File: config.mk
export PLATFORM = sky130hd
export DESIGN_NAME = dram_port_arbiter
export DESIGN_NICKNAME = d
export VERILOG_FILES = /design/src/rtl/types.sv /design/src/rtl/rr_pick.sv /design/src/rtl/dram_port_arbiter.sv
export SDC_FILE = /design/constraint.sdc
export NUM_CORES = 1
export LEC_CHECK = 0
export CORE_AREA = 2 2 773 775
export DETAILED_ROUTE_END_ITERATION = 7
export DIE_AREA = 0 0 775 777
export PLACE_DENSITY = 0.3
export SYNTH_ARGS = -nofsm -noshare
export SYNTH_HDL_FRONTEND = slang
export SYNTH_SLANG_ARGS = --single-unit
File: constraint.sdc
create_clock -name clk -period 2.6 [get_ports clk]
set_clock_uncertainty 0.15 [all_clocks]
set_input_delay 0.52 -clock clk [delete_from_list [all_inputs] [get_ports clk]]
set_output_delay 0.52 -clock clk [all_outputs]
set_load 0.03 [all_outputs]
File: src/rtl/types.sv
// Shared DRAM geometry and arbiter state encoding for the PIM memory path.
package types;

  localparam int ADDRESS_LEN        = 32;
  localparam int BURST_ACCESS_WIDTH = 256;

  typedef enum logic [1:0] {
    ARB_IDLE,
    ARB_BUSY,
    ARB_RESP
  } arb_state_t;

endpackage

File: src/rtl/rr_pick.sv
// Combinational round-robin picker: first set request at or after ptr, wrapping.
module rr_pick #(
  parameter  int N  = 4,
  localparam int PW = $clog2(N)
) (
  input  logic [N-1:0]  req,
  input  logic [PW-1:0] ptr,
  output logic [N-1:0]  grant,
  output logic [PW-1:0] idx,
  output logic          any
);

  // Rotating through a doubled vector turns the wrap-around search into a plain scan.
  logic [2*N-1:0] req_rot;
  logic [PW:0]    pos;

  assign req_rot = {req, req} >> ptr;

  // NOTE: every variable gets a default at the top of always_comb so no path infers a latch.
  always_comb begin
    any = 1'b0;
    idx = '0;
    pos = '0;
    for (int k = 0; k < N; k++) begin
      if (!any && req_rot[k]) begin
        any = 1'b1;
        pos = {1'b0, ptr} + (PW + 1)'(k);
        if (pos >= (PW + 1)'(N)) pos = pos - (PW + 1)'(N);
        idx = pos[PW-1:0];
      end
    end
    grant = any ? (N'(1) << idx) : '0;
  end

endmodule

File: src/rtl/dram_port_arbiter.sv
// Round-robin arbiter sharing one full-row DRAM port among NUM_REQ requesters.
// Optional statistics (grant_cnt, busy_cycles) are built when DRAM_ARB_STATS_EN is defined.
module dram_port_arbiter
  import types::*;
#(
  parameter int NUM_REQ = 4,
  parameter int ADDR_W  = ADDRESS_LEN,
  parameter int DATA_W  = BURST_ACCESS_WIDTH
) (
  input  logic                      clk,
  input  logic                      rst,
  input  logic [NUM_REQ-1:0]        req_valid,
  output logic [NUM_REQ-1:0]        req_ready,
  input  logic [NUM_REQ-1:0]        req_we,
  input  logic [NUM_REQ*ADDR_W-1:0] req_addr,
  input  logic [NUM_REQ*DATA_W-1:0] req_wdata,
  output logic [NUM_REQ-1:0]        resp_valid,
  output logic [DATA_W-1:0]         resp_rdata,
`ifdef DRAM_ARB_STATS_EN
  output logic [NUM_REQ*32-1:0]     grant_cnt,
  output logic [31:0]               busy_cycles,
`endif
  output logic [ADDR_W-1:0]         addr,
  output logic                      read_en,
  output logic                      write_en,
  output logic [DATA_W-1:0]         wdata,
  input  logic                      dram_ready,
  input  logic                      dram_complete,
  input  logic                      valid,
  input  logic [DATA_W-1:0]         rdata
);

  localparam int PTR_W = $clog2(NUM_REQ);

  logic [ADDR_W-1:0] addr_arr  [NUM_REQ];
  logic [DATA_W-1:0] wdata_arr [NUM_REQ];

  for (genvar g = 0; g < NUM_REQ; g++) begin : g_unpack
    assign addr_arr[g]  = req_addr[g*ADDR_W +: ADDR_W];
    assign wdata_arr[g] = req_wdata[g*DATA_W +: DATA_W];
  end

  logic [NUM_REQ-1:0] pick_grant;
  logic [PTR_W-1:0]   pick_idx;
  logic               pick_any;

  arb_state_t         state_q,      state_d;
  logic [NUM_REQ-1:0] req_ready_q,  req_ready_d;
  logic [NUM_REQ-1:0] resp_valid_q, resp_valid_d;
  logic               read_en_q,    read_en_d;
  logic               write_en_q,   write_en_d;
  logic               we_q,         we_d;
  logic [ADDR_W-1:0]  addr_q,       addr_d;
  logic [DATA_W-1:0]  wdata_q,      wdata_d;
  logic [DATA_W-1:0]  rdata_q,      rdata_d;
  logic [PTR_W-1:0]   rr_ptr_q,     rr_ptr_d;
  logic [PTR_W-1:0]   owner_q,      owner_d;

  rr_pick #(.N(NUM_REQ)) u_rr_pick (
    .req   (req_valid),
    .ptr   (rr_ptr_q),
    .grant (pick_grant),
    .idx   (pick_idx),
    .any   (pick_any)
  );

  always_comb begin
    state_d      = state_q;
    req_ready_d  = '0;
    resp_valid_d = '0;
    read_en_d    = read_en_q;
    write_en_d   = write_en_q;
    we_d         = we_q;
    addr_d       = addr_q;
    wdata_d      = wdata_q;
    rdata_d      = rdata_q;
    rr_ptr_d     = rr_ptr_q;
    owner_d      = owner_q;
    unique case (state_q)
      ARB_IDLE: begin
        if (pick_any && dram_ready) begin
          req_ready_d = pick_grant;
          owner_d     = pick_idx;
          addr_d      = addr_arr[pick_idx];
          wdata_d     = wdata_arr[pick_idx];
          we_d        = req_we[pick_idx];
          read_en_d   = !req_we[pick_idx];
          write_en_d  = req_we[pick_idx];
          state_d     = ARB_BUSY;
        end
      end
      ARB_BUSY: begin
        // A beat arriving with the completion pulse is still captured.
        if (valid && !we_q) rdata_d = rdata;
        if (dram_complete) begin
          read_en_d    = 1'b0;
          write_en_d   = 1'b0;
          resp_valid_d = NUM_REQ'(1) << owner_q;
          state_d      = ARB_RESP;
        end
      end
      ARB_RESP: begin
        rr_ptr_d = (owner_q == PTR_W'(NUM_REQ - 1)) ? '0 : owner_q + 1'b1;
        state_d  = ARB_IDLE;
      end
      default: state_d = ARB_IDLE;
    endcase
  end

  // NOTE: sequential state uses non-blocking assignments so every flop samples pre-edge values.
  always_ff @(posedge clk) begin
    if (rst) begin
      state_q      <= ARB_IDLE;
      req_ready_q  <= '0;
      resp_valid_q <= '0;
      read_en_q    <= 1'b0;
      write_en_q   <= 1'b0;
      we_q         <= 1'b0;
      addr_q       <= '0;
      wdata_q      <= '0;
      rdata_q      <= '0;
      rr_ptr_q     <= '0;
      owner_q      <= '0;
    end else begin
      state_q      <= state_d;
      req_ready_q  <= req_ready_d;
      resp_valid_q <= resp_valid_d;
      read_en_q    <= read_en_d;
      write_en_q   <= write_en_d;
      we_q         <= we_d;
      addr_q       <= addr_d;
      wdata_q      <= wdata_d;
      rdata_q      <= rdata_d;
      rr_ptr_q     <= rr_ptr_d;
      owner_q      <= owner_d;
    end
  end

  assign req_ready  = req_ready_q;
  assign resp_valid = resp_valid_q;
  assign resp_rdata = rdata_q;
  assign addr       = addr_q;
  assign read_en    = read_en_q;
  assign write_en   = write_en_q;
  assign wdata      = wdata_q;

`ifdef DRAM_ARB_STATS_EN
  logic [31:0] grant_cnt_q [NUM_REQ];
  logic [31:0] grant_cnt_d [NUM_REQ];
  logic [31:0] busy_cycles_q, busy_cycles_d;

  always_comb begin
    for (int i = 0; i < NUM_REQ; i++) begin
      grant_cnt_d[i] = grant_cnt_q[i] + (req_ready_q[i] ? 32'd1 : 32'd0);
    end
    busy_cycles_d = busy_cycles_q;
    if (state_q == ARB_BUSY && busy_cycles_q != '1) busy_cycles_d = busy_cycles_q + 32'd1;
  end

  always_ff @(posedge clk) begin
    if (rst) begin
      for (int i = 0; i < NUM_REQ; i++) grant_cnt_q[i] <= '0;
      busy_cycles_q <= '0;
    end else begin
      for (int i = 0; i < NUM_REQ; i++) grant_cnt_q[i] <= grant_cnt_d[i];
      busy_cycles_q <= busy_cycles_d;
    end
  end

  for (genvar g = 0; g < NUM_REQ; g++) begin : g_stats
    assign grant_cnt[g*32 +: 32] = grant_cnt_q[g];
  end
  assign busy_cycles = busy_cycles_q;
`endif

endmodule

==> flow_summary.toml, run 1 <==
[status]
status = "complete, but fails checks"
failed_checks = "negative setup slack"

[finish]
fin_nets = 6561
final_cells = 13100
fillCellCount = 68400
layout_common_cells = "clkdlybuf4s50_1 (1426), nand2_1 (804), dfxtp_1 (557)"
syn2layout_area_growth_pct = 156
seqCellArea_um2 = 11200
final_common_cell = "clkdlybuf4s50_1"
drive_gt1_share_pct = 19.8
multiInputGateArea_um2 = 15100

[setup_path]
crit_required_ps = 3110
crit_path_frequent_cell = "buf_16"
critPathArrivalTime_ps = 3170
worstSetupPathType = "reg2reg"
startpoint_type = "register"
cp_num_buf_inv = 5
critPathCaptureType = "register"
cp_cell_sequence = "inv_8 -> a22o_1 -> a211o_4 -> buf_12 -> buf_16 -> buf_16 -> buf_4 -> mux2i_4 -> o221ai_1"
path_max_fanout = 5
slowest_stage = "dfxtp_4"
max_stage_delay_ps = 380
cp_top_family = "compound AO/OA/AOI/OAI gates"

[floorplanning]
die_y_um = 777
fp.coreArea_um2 = 593000
ios = 1975
initial_utilization_pct = 4.29
num_rows = 283
die_x_um = 775
dieArea_um2 = 602000

[yosys]
netlist-cell-type-count = 30
syn_nets = 4211
synth_cells = 2789
yosys_warnings = 0
ys_seq_area_share_pct = 44.2
async_flop_share_pct = 0
synth-seq-cells = 561
synth_edf_count = 0
ys.flop_type = "dfxtp_1"
avgSynthCellArea_um2 = 9.11
syn_area_um2 = 25400

[pwr]
p_total_w = 0.0343
total_leakage_power_nw = 24.6
ir_drop_mv = 0.512
p_per_area_nw_per_um2 = 526

[timing]
maxSlewViolCount = 0
period_needed_ps = 2660
hold_viol_final = 0
rsz0062_at_grt = "yes"
setup_slack_ps = -58.6
slew_headroom_pct = 54.5
max_slew.worst_pin.slew_ps = 681
setup_viol = 7
fin_tns_setup_ps = -111
clock.fmax_mhz = 376
period_share_pct = 102

[drt]
viasPerCell = 2.64
avgRoutedWirePerCell_um = 31.8
drt_drc_violations_left = 0
first_iter_violations = 2138
ant_nets = 0
routed_wl_mm = 417
drt-pass1-iter-count = 5
vias = 34600

[job]
cap_violations = 0

[grt]
grt_pass1_wl_mm = 494
track_usage_pct = 13.2
first_global_vias = 35000
grt-ovfl-total = 0
grt_max_degree = 60
antenna_found_initial = 316

[placed_design]
dp_cells = 12700
portBuffers = 1974
gp_congestion = 0.925
pre_cts_ws_ps = -1490
dpl.hpwl_mm = 365

[cts]
clk_latency_ps = 860
clk_path_buf_depth = 4
numCtsBuffers = 94
cts.sinks = 561
cts_tree = "done"
h-tree-depth = 3
cts.reportedPaths.clkPinSlew_ps = 60
cts_root_buffer = "clkbuf_16"

[worst_hold_path]
hold_class = "in2reg"
-- what timing repair did --
action | CTS | global route
endpoints found under the setup margin | 645 | 256
endpoints found under the hold margin | 98 | 0
pin swaps | 64 | 10
hold buffers | 94 | 0
setup buffers | 43 | 19
gates resized for setup | 917 | 80
gates cloned | 36 | 5
-- flip-flops by register name, summed over array words and instances, names as in the netlist --
name	flops
state_q	2
we_q	1
owner_q	2
resp_valid	4
resp_rdata	256
req_ready	4
wdata	256
rr_ptr_q	2
addr	32
read_en	1
write_en	1
-- worst paths after layout --
kind | from | endpoint | slack, ps | depth (start not counted)
worst max-delay path | rr_ptr_q[0] | wdata[122] | -60 | 9
worst min-delay path | rdata[117] | resp_rdata[117] | 110 | 3
worst max register to register | rr_ptr_q[0] | wdata[122] | -60 | 9
worst min register to register | resp_rdata[43] | resp_rdata[43] | 300 | 2
-- metal layers --
layer | vias to the layer above | GRT usage (%) | wire [um]
met5 | - | 0 | 917
met4 | 148 | 3.85 | 15700
met3 | 675 | 8.77 | 62000
met2 | 2206 | 20.7 | 182000
met1 | 16700 | 14.4 | 156000
li1 | 14900 | - | -
-- Yosys cell counts (all sizes together) (2+ instances only) --
cell type    n  area [um^2]
a21oi      262         1310
clkbuf     113          424
o221ai     290         2540
nor2b        3         18.8
and3         2         12.5
buf        136          833
inv          3         11.3
nand2      805         3020
nor2        15         58.8
mux2i      580         5810
nand2b       4         25.0
dfxtp      561        11200
-- cell type report --
cell class	instances	area share [%]
Tap cell	7837	15.1
Clock inverter	30	0.592
Inverter	3	0.0288
Timing Repair Buffer	2503	39.3
Clock buffer	135	4.21
Antenna cell	66	0.254
Multi-Input combinational cell	1976	23.2
Sequential cell	561	17.3
-- tightest hold or removal path, stage by stage --
cell	delay (ps)
clkdlybuf4s50_1	410
nand2_1	70
a21oi_1	60
-- power by group --
part | total, W | internal [W] | leakage, nW | switching (W)
sequential | 0.00970 | 0.00920 | 4.58 | 0.000507
combinational | 0.0109 | 0.00502 | 18.5 | 0.00588
clock | 0.0136 | 0.00797 | 1.53 | 0.00568
total | 0.0343 | 0.0222 | 24.6 | 0.0121
-- through the flow --
step	cell area [um^2]	utilization [%]	hold WS (ps)
finish	65100	11.0	110
global route	65000	11.0	48.9
CTS	64300	10.8	0.721
detailed placement	56700	9.56	299
global placement	56700	9.56	292
floorplan	25400	-	288
-- logic make-up after synthesis --
group,synth area share (%)
simple gates,12.5
mux,22.8
flops,44.2
compound gates,15.4
buf+inv,4.99
fa+ha+maj,0.0492
Note: power is estimated with default switching activity, not from simulation.
==> inputs of run 2 (changes only) <==
--- a/config.mk
+++ b/config.mk
@@ -7,3 +7,5 @@
 export LEC_CHECK = 0
+export CAP_MARGIN = 20
 export CORE_AREA = 2 2 773 775
+export CTS_CLUSTER_SIZE = 28
 export DETAILED_ROUTE_END_ITERATION = 7
--- a/constraint.sdc
+++ b/constraint.sdc
@@ -4,2 +4,2 @@
 set_output_delay 0.52 -clock clk [all_outputs]
-set_load 0.03 [all_outputs]
+set_load 0.1 [all_outputs]
==> run 2 against run 1 <==
Effect of this change: the run still ends with negative setup slack left; die area is the same; design area decreased by 1.6%; flip-flop and latch count unchanged; final cell count decreased by 0.14%; sequential power is 0.4% higher; fmax is 5.9% lower; count of clock-buffer cells in the layout down 5; non-clock buffer count is 5 lower; global-route usage down 0.19 points; core utilization is 0.18 points lower.
==> flow_summary.toml, run 2 (synthesis results as in run 1) <==
[status]
status = "complete, but fails checks"
failed_checks = "negative setup slack"

[cts]
cts.sinks = 561
clk_path_buf_depth = 4
cts_root_buffer = "clkbuf_16"
clk_latency_ps = 910
numCtsBuffers = 94
cts.reportedPaths.clkPinSlew_ps = 90
cts_tree = "done"
h-tree-depth = 3

[timing]
maxSlewViolCount = 0
period_needed_ps = 2830
rsz0062_at_grt = "yes"
period_share_pct = 109
setup_viol = 126
hold_viol_final = 0
slew_headroom_pct = 30.4
setup_slack_ps = -225
clock.fmax_mhz = 354
max_slew.worst_pin.slew_ps = 1040

[drt]
routed_wl_mm = 417
first_iter_violations = 2095
ant_nets = 0
avgRoutedWirePerCell_um = 31.8
drt-pass1-iter-count = 5
viasPerCell = 2.64
drt_drc_violations_left = 0
vias = 34500

[grt]
grt_pass1_wl_mm = 487
antenna_found_initial = 333
use_met1_pct = 15.3
track_usage_pct = 13.0
met2_usage_pct = 20.1
grt.met3_usage_pct = 7.05
grt-ovfl-total = 0
first_global_vias = 34600
grt_max_degree = 145
top_usage_layer = "met2"

[finish]
fin_area_um2 = 64100
syn2layout_area_growth_pct = 152
fin_util_pct = 10.8
fin_nets = 6556
drive_gt1_share_pct = 26.2
layout_common_cells = "clkdlybuf4s50_1 (1419), nand2_1 (804), buf_4 (781)"
fillCellCount = 68500
final_common_cell = "clkdlybuf4s50_1"

[setup_path]
critPathArrivalTime_ps = 3310
r2r_cells = 11
crit_required_ps = 3090
critPathCaptureType = "register"
max_stage_delay_ps = 380
slowest_stage = "dfxtp_4"
path_max_fanout = 7
cp_cell_sequence = "buf_6 -> nand2b_4 -> a21oi_2 -> a211o_4 -> buf_12 -> buf_12 -> buf_16 -> buf_16 -> buf_12 -> mux2i_4 -> o221ai_2"
startpoint_type = "register"
worstSetupPathType = "reg2reg"
crit_path_frequent_cell = "buf_12"

[floorplanning]
initial_utilization_pct = 4.29
dieArea_um2 = 602000
ios = 1975
num_rows = 283
die_x_um = 775
fp.coreArea_um2 = 593000
die_y_um = 777

[placed_design]
gp_congestion = 0.931
dpl_cell_area_um2 = 55700
pre_cts_ws_ps = -1250
portBuffers = 1974
dpl.hpwl_mm = 361

[pwr]
ir_drop_mv = 0.546
p_total_w = 0.0376
p_per_area_nw_per_um2 = 587
total_leakage_power_nw = 23.9

[job]
cap_violations = 0

[worst_hold_path]
hold_depth = 3
hold_class = "in2reg"
[run 2: changes by cell type in the layout (fill, tap and decap cells not counted), sizes merged]
cell           previous run  this run
dlygate4sd2             329         0
diode                    66        55
clkinvlp                  5         2
clkdlybuf4s15            28         0
buf                     620       976
clkbuf                  141       153
bufbuf                    0         1
dlygate4sd3              94        79
clkdlybuf4s50          1426      1419
bufinv                    7        11
clkinv                   16        18
[run 2: stage by stage]
stage	setup TNS, ps	cells	hold WS [ps]
floorplan	0	2789	288
global placement	-234140	12700	295
detailed placement	-238140	12700	295
CTS	-28290	13000	0.191
global route	-17920	13100	42.5
finish	-7650	13100	113
[run 2: final cells by class]
class	instances	area (um^2)	share of cell area [%]
repair buffers	2498	24800	38.7
clock inverters	33	500	0.781
flip-flops and latches	561	11200	17.5
well taps	7837	9810	15.3
multi-input cells	1976	14900	23.3
diodes	55	138	0.215
inverters	3	16.3	0.0254
clock buffers	130	2680	4.18
[run 2: worst max-delay path, delay by kind of cell, from the launching register on]
family                 cells  cell delay (ps)
buffers and inverters      6              930
AO/OA/AOI/OAI              3              510
flip-flops                 1              380
multiplexers               1              330
AND/OR/NAND/NOR            1              160
[run 2: final timing paths]
path                                      start         endpoint  slack [ps]
worst max-delay path                rr_ptr_q[0]       wdata[200]        -230
worst max register to register      rr_ptr_q[0]       wdata[200]        -230
worst min-delay path                  rdata[24]   resp_rdata[24]         110
worst min register to register  resp_rdata[121]  resp_rdata[121]         300
[run 2: report_power, final]
part / internal, W / total, W / leakage, nW / switching (W)
sequential: 0.00919 / 0.00974 / 4.58 / 0.000546
clock: 0.00825 / 0.0141 / 1.56 / 0.00581
combinational: 0.00498 / 0.0138 / 17.7 / 0.00881
total: 0.0224 / 0.0376 / 23.9 / 0.0152
[run 2: layer usage]
metal	vias up	routed length, um
met5	-	1010
li1	14800	-
met2	2221	180000
met1	16600	165000
met3	685	53100
met4	152	17400
[run 2: what timing repair did]
action / 4_1_cts / 5_1_grt
hold buffers: 79 / 0
cloned: 15 / 26
hold endpoints to repair: 88 / 0
setup endpoints to repair: 292 / 302
resized for setup: 353 / 169
buffers inserted: 34 / 39
pin swaps: 44 / 27
